**config.mk**
```make
export PLATFORM = sky130hd
export DESIGN_NAME = dram_arbiter
export DESIGN_NICKNAME = d
export VERILOG_FILES = /design/src/rtl/dram_arbiter.sv
export SDC_FILE = /design/constraint.sdc
export NUM_CORES = 1
export LEC_CHECK = 0
export CORE_UTILIZATION = 25
export DETAILED_ROUTE_END_ITERATION = 12
export PLACE_DENSITY_LB_ADDON = 0.25
export SYNTH_ARGS = -nofsm -noshare
export SYNTH_HDL_FRONTEND = slang
export SYNTH_SLANG_ARGS = --single-unit
export TNS_END_PERCENT = 20
```
**constraint.sdc**
```tcl
create_clock -name clk -period 2.6 [get_ports clk]
set_input_delay 0.26 -clock clk [delete_from_list [all_inputs] [get_ports clk]]
set_output_delay 0.26 -clock clk [all_outputs]
set_load 0.05 [all_outputs]
```
**src/rtl/dram_arbiter.sv**
```systemverilog
// Round-robin arbiter sharing one single-port DRAM among NUM_CORES cores.
// Returns per-core read data and status, and aggregates the cores' end-of-process flags.
module dram_arbiter #(
    parameter int unsigned NUM_CORES = 4,
    parameter int unsigned ADDR_W    = 16,
    parameter int unsigned DATA_W    = 16,
    parameter int unsigned RD_LAT    = 2,
    localparam int unsigned ID_W     = (NUM_CORES > 1) ? $clog2(NUM_CORES) : 1
) (
    input  logic                          clk,
    input  logic                          rst,
    input  logic [NUM_CORES-1:0]          core_req,
    input  logic [NUM_CORES-1:0]          core_wren,
    input  logic [NUM_CORES*ADDR_W-1:0]   core_addr,
    input  logic [NUM_CORES*DATA_W-1:0]   core_wdata,
    input  logic [NUM_CORES-1:0]          core_end,
    input  logic [DATA_W-1:0]             dram_q,
    output logic [ADDR_W-1:0]             dram_addr,
    output logic [DATA_W-1:0]             dram_wdata,
    output logic                          dram_wren,
    output logic [NUM_CORES*DATA_W-1:0]   core_rdata,
    output logic [2*NUM_CORES-1:0]        core_status,
    output logic [ID_W-1:0]               grant_id,
    output logic                          all_done
);

    localparam int unsigned CNT_W = (RD_LAT > 1) ? $clog2(RD_LAT) : 1;
    localparam int unsigned SUM_W = ID_W + 1;

    typedef enum logic [1:0] {IDLE, ACCESS, WAIT, DONE} state_t;

    state_t               state;
    state_t               state_next;
    logic [ID_W-1:0]      rr_ptr;
    logic [ID_W-1:0]      win_id;
    logic                 win_found;
    logic                 last_wait;
    logic [CNT_W-1:0]     wait_cnt;
    logic [SUM_W-1:0]     cand;
    logic [NUM_CORES-1:0] end_seen;
    logic [NUM_CORES-1:0] end_seen_next;
    logic [ADDR_W-1:0]    addr_arr  [NUM_CORES];
    logic [DATA_W-1:0]    wdata_arr [NUM_CORES];
    logic [DATA_W-1:0]    rdata_arr [NUM_CORES];

    // Unpack flat core buses into per-core arrays and repack read data.
    always_comb begin : unpack
        for (int i = 0; i < NUM_CORES; i++) begin
            addr_arr[i]                    = core_addr[i*ADDR_W +: ADDR_W];
            wdata_arr[i]                   = core_wdata[i*DATA_W +: DATA_W];
            core_rdata[i*DATA_W +: DATA_W] = rdata_arr[i];
        end
    end

    // Scan downward so the requester closest at/after rr_ptr is the final assignment.
    always_comb begin : pick
        win_found = 1'b0;
        win_id    = '0;
        cand      = '0;
        for (int k = NUM_CORES - 1; k >= 0; k--) begin
            cand = {1'b0, rr_ptr} + SUM_W'(k);
            if (cand >= SUM_W'(NUM_CORES)) begin
                cand = cand - SUM_W'(NUM_CORES);
            end
            if (core_req[cand[ID_W-1:0]]) begin
                win_found = 1'b1;
                win_id    = cand[ID_W-1:0];
            end
        end
    end

    assign last_wait     = (wait_cnt == CNT_W'(RD_LAT - 1));
    assign end_seen_next = end_seen | core_end;

    always_ff @(posedge clk) begin : state_reg
        if (rst) begin
            state <= IDLE;
        end else begin
            state <= state_next;
        end
    end

    always_comb begin : fsm_next
        state_next = state;
        case (state)
            IDLE:    if (win_found) state_next = ACCESS;
            ACCESS:  state_next = dram_wren ? DONE : WAIT;
            WAIT:    if (last_wait) state_next = DONE;
            DONE:    state_next = IDLE;
            default: state_next = IDLE;
        endcase
    end

    // DRAM command, read capture and round-robin pointer update.
    always_ff @(posedge clk) begin : datapath
        if (rst) begin
            rr_ptr     <= '0;
            grant_id   <= '0;
            dram_addr  <= '0;
            dram_wdata <= '0;
            dram_wren  <= 1'b0;
            wait_cnt   <= '0;
            for (int i = 0; i < NUM_CORES; i++) begin
                rdata_arr[i] <= '0;
            end
        end else begin
            dram_wren <= 1'b0;
            case (state)
                IDLE: begin
                    if (win_found) begin
                        grant_id   <= win_id;
                        dram_addr  <= addr_arr[win_id];
                        dram_wdata <= wdata_arr[win_id];
                        dram_wren  <= core_wren[win_id];
                    end
                end
                ACCESS: wait_cnt <= '0;
                WAIT: begin
                    wait_cnt <= wait_cnt + 1'b1;
                    if (last_wait) begin
                        rdata_arr[grant_id] <= dram_q;
                    end
                end
                DONE: rr_ptr <= (grant_id == ID_W'(NUM_CORES - 1)) ? '0 : grant_id + 1'b1;
                default: ;
            endcase
        end
    end

    // all_done uses the next flag value so it rises the cycle after the last end is seen.
    always_ff @(posedge clk) begin : end_track
        if (rst) begin
            end_seen <= '0;
            all_done <= 1'b0;
        end else begin
            end_seen <= end_seen_next;
            all_done <= &end_seen_next;
        end
    end

    always_comb begin : status
        core_status = '0;
        for (int i = 0; i < NUM_CORES; i++) begin
            if (state == DONE && grant_id == ID_W'(i)) begin
                core_status[2*i +: 2] = 2'b10;
            end else if (core_req[i]) begin
                core_status[2*i +: 2] = 2'b01;
            end
        end
    end

endmodule

```
* Yosys cells after proc, flatten, opt, wreduce, memory -nomap -nowiden
Memory sizes are Yosys's and may differ from the RTL's. Index checks and enable logic that the tools add are counted.
Cells by class: multiplexer cells 51, reduce and logical (&&, ||, !) cells 12, bitwise operators 4, equality and inequality tests 8, magnitude comparators 10, add/sub/neg operators 9
Operator list (count):
- two-way mux 16 bit | 5
- binary-select mux 16 bit (select 2 bit) | 2
- two-way mux 2 bit | 16
- two-way mux 1 bit | 21
- OR reduction 16 bit | 1
- < comparator 2 x 3 -> 1 bit, second input constant | 5
- >= comparator 3 bit, second input constant | 4
- binary-select mux 1 bit (select 2 bit) | 5
- == test 2 bit, second input constant | 4
- case mux 2 bit (4 select lines) | 1
- subtractor 2 x 1 -> 2 bit, second input constant | 4
- adder 2 x 2 -> 3 bit, second input constant | 2
- == test 2 x 1 -> 1 bit, second input constant | 2
- logical AND 1 bit | 4
- zero test 2 bit | 2
- inequality test 2 bit, second input constant | 2
- OR 4 bit | 1
- AND reduction 2 bit | 2
- AND reduction 4 bit | 1
- adder 2 x 1 -> 3 bit, second input constant | 1
- >= comparator 2 x 3 -> 1 bit, second input constant | 1
- inverter 2 -> 3 bit | 1
- OR reduction 3 bit | 1
- adder 2 x 1 -> 2 bit, second input constant | 1
- 4 further kinds | 5
Word-level totals: bits in writable memories 64, word-level logic and storage cells 104, memories kept 1, input bits 158, bits in registers 45
Memories:
- rdata_arr | depth 4, width 16, read ports 4, clocked after Yosys merged registers in 0, write ports 4, line 44 | logic [DATA_W-1:0] rdata_arr [NUM_CORES];

* Depth between registers and ports, before layout
depth after elaboration 13, depth in mapped cells 8

* Worst setup path after synthesis
No wires, ideal clock.
kind register to output, start point register grant_id[1], end point output port core_status[2], setup slack 155 ps, arrival time 2185 ps, data required time 2340 ps, stages on the path, launching flop included 5, path through dfxtp_1 inv_1 ha_1 and2_1 nor2_1
On the way: cells in the longest elaborated chain, start to end 3
RTL lines:
- start, declared | line 23 | output logic [ID_W-1:0] grant_id,
- start signal, assigned | line 111 | grant_id <= win_id;
- == test 2 x 1 -> 1 bit | line 144 | if (state == DONE && grant_id == ID_W'(i)) begin
- logical AND 1 bit | line 144
- two-way mux 2 bit | line 144
- end, declared | line 22 | output logic [2*NUM_CORES-1:0] core_status,
Every way passes these cells.

* Final worst setup path
start point register grant_id[1], end point output port core_status[6]
On the way: cells in the longest elaborated chain, start to end 3
RTL lines (line):
- == test 2 bit | 144
- logical AND 1 bit | 144
- two-way mux 2 bit | 144
Every way passes these cells.

==> impl_metrics.yaml <==
logic_synthesis:
  syn_nets: 578
  synth_compound_area_share_pct: 8.06
  synth_xor_area_share_pct: 0
  synth_cell_type_count: 33
  synth_edf_count: 64
  syn_area_mm2: 0.00498
  yosysWarnings: 0
  synth_seq_cells: 109
  seq_area_frac_synth_pct: 56.6
  synth.top_cell.area_share_pct: 38.6
  synthFlopType: "edfxtp_1"
  synthAdderAreaFrac_pct: 2.26
  synth_top_family_by_area: "simple AND/OR/NAND/NOR gates"
  synthTopCellsByArea: "edfxtp_1 39%, dfxtp_1 18%, mux2i_1 14%"
  netlist_top_cells_count: "68 x and2_1, 68 x mux2i_1, 64 x edfxtp_1, 45 x dfxtp_1, 38 x nand2_1"
  synth_top_cell_by_area: "edfxtp_1"
  async_flop_share_pct: 0
  synth_simple_gate_area_share_pct: 15.7
  synth_mux_area_share_pct: 13.9
  syn_area_per_cell_um2: 12.1
  syn_inst: 411
timing:
  drv_slew: 0
  worstMarginPinSlew_ns: 1.00
  hold_violations: 0
  tns_ns: 0
  skew_ns: 0.00968
  fmax_mhz: 425
  rsz0062_at_grt: "no"
  period_share_pct: 90.6
  min_period_ns: 2.36
  report.final.setup_viol: 0
  slew-limit-headroom_pct: 33.0
clocking:
  htree_levels: 3
  cts_setup_buffers: 0
  clk_path_buf_depth: 2
  insertion_delay_ns: 0.35
  cts-root-buf: "clkbuf_16"
  cts_hold_buf: 0
  cts_resized: 0
  tritoncts: "built"
  cts.sinks: 109
  clkTransAtPathRegs_ns: 0.08
  cts_inserted_buffers: 9
floorplanning:
  floorplan.initialDensity_pct: 25.5
  placementRows: 51
  dieHeight_um: 143
  die_area_mm2: 0.0205
  die_x_um: 143
  pin_count: 266
  core-area_mm2: 0.0195
cells_and_area:
  antenna_cells: 0
  multi_input_area_mm2: 0.00200
  largest_registers: "rdata_arr: 64 flops, dram_addr: 16 flops, dram_wdata: 16 flops"
  num-fill-cells: 1883
  syn2layout_area_growth_pct: 66.0
  seqCellArea_mm2: 0.00282
  largest_reg_flops: 64
  max_flop_register: "rdata_arr"
  layout.cells.non_filler: 952
  num-nets-final: 849
  layout-drive-gt1-share_pct: 6.40
  final_util_pct: 42.4
worst_setup_path:
  cp_cell_sequence: "buf_4 > ha_1 > and2_1 > nor2b_1 > clkdlybuf4s50_1"
  setup.worst_path.class: "register to output pin"
  critical_path.max_fanout: 7
  cp_data_required_time_ns: 2.34
  critPathSlowestCell: "clkdlybuf4s50_1"
  endpoint_kind: "output pin"
  cp.arrival_ns: 2.10
  startpoint_type: "register"
  cpPeakStageDelay_ns: 0.81
route:
  vias_per_cell: 4.37
  first_pass_iters: 4
  antenna_left: 0
  num_vias: 4163
  dr.first_iter.drc_count: 118
  drc: 0
  wl_um: 15200
  wire_per_inst_um: 16.0
job:
  cap_violations: 0
placed_design:
  io_buffers: 265
  gp_congestion: 0.771
  dp_hpwl_um: 11800
  dp_cells: 936
grt:
  grt_pass1_wl_um: 22900
  antenna_found_initial: 0
  grt_pass1_vias: 4262
  grt_max_degree: 38
  grt_usage_pct: 14.9
  grt_overflow: 0
power:
  p_per_area_mw_per_mm2: 721
  power_leakage_nw: 3.02
  ir_drop_mv: 0.451
  finalPower_mw: 5.97
run_status:
  status: "finished clean"
hold_path:
  min_path_type: "register to register"
==> layout by cell type (no fill, tap or decap) <==
cell type	n
inv_8	2
buf_4	16
nor3_1	1
clkinv_4	1
nor2_4	1
o41ai_2	1
or2_1	4
clkdlybuf4s50_1	265
a311oi_2	1
nor3b_1	2
nand2b_1	3
o211ai_1	1
edfxtp_1	64
dfxtp_1	45
a41oi_1	1
nor2_1	22
a211oi_2	1
a21oi_1	6
nand2_1	38
nor2b_1	3
ha_1	9
clkinv_2	1
o21ai_0	1
and2_1	68
nor4b_1	1
inv_1	6
mux2i_1	68
nor2b_2	1
buf_12	2
o22ai_1	1
clkinvlp_4	3
inv_2	1
mux2_2	1
o221ai_1	32
clkbuf_16	9
a2111oi_1	1
a41o_1	1
nor3_2	3
==> stage by stage <==
stage / area (µm²) / hold WS [ns] / setup slack, ns
finish: 8280 / 0.470 / 0.244
global route: 8280 / 0.487 / 0.101
CTS: 8280 / 0.473 / 0.211
detailed placement: 7990 / 0.454 / 0.276
global placement: 7990 / 0.435 / 0.338
floorplan: 4980 / 0.390 / 0.155
==> metal layers <==
| layer | wire, µm | global-route usage (%) | part of all wire, % | vias to the layer above |
|---|---|---|---|---|
| li1 | - | - | - | 2030 |
| met1 | 6110 | 17.0 | 40 | 1940 |
| met4 | 144 | 3.57 | 0.95 | 0 |
| met3 | 1360 | 5.47 | 8.9 | 7 |
| met2 | 7600 | 26.3 | 50 | 186 |
| met5 | 0 | 0 | 0 | - |
==> worst paths after layout <==
path / from / end / slack [ns] / cells past startpoint
worst min register to register: end_seen[2] / end_seen[2] / 0.47 / 2
worst min-delay path: end_seen[2] / end_seen[2] / 0.47 / 2
worst max register to register: state[0] / rdata_arr[3][14] / 0.67 / 5
worst max-delay path: grant_id[1] / core_status[6] / 0.24 / 5
==> where the power goes <==
| part | leakage (nW) | total (mW) | switching, mW | internal [mW] |
|---|---|---|---|---|
| registers | 1.03 | 2.22 | 0.145 | 2.07 |
| logic | 1.86 | 2.41 | 1.47 | 0.940 |
| clock network | 0.131 | 1.34 | 0.676 | 0.665 |
==> layout make-up <==
class,count,share of cell area (%)
sequential,109,34.1
timing repair buffer,283,34.0
multi-input combinational,272,24.1
inverter,7,0.318
clock inverter,7,0.711
tap,265,4.01
clock buffer,9,2.72
==> critical path, delay by kind of cell (launching register included) <==
family / cells / cell delay (ns)
buffers and inverters: 2 / 0.97
adder cells (fa/ha/maj): 1 / 0.19
AND/OR/NAND/NOR: 2 / 0.28
flip-flops: 1 / 0.31
==> kinds of logic after synthesis <==
group,Yosys count
mux,69
fa+ha+maj,9
buf+inv,30
simple gates,147
compound gates,47
flops,109
(Power assumes the default switching activity.)
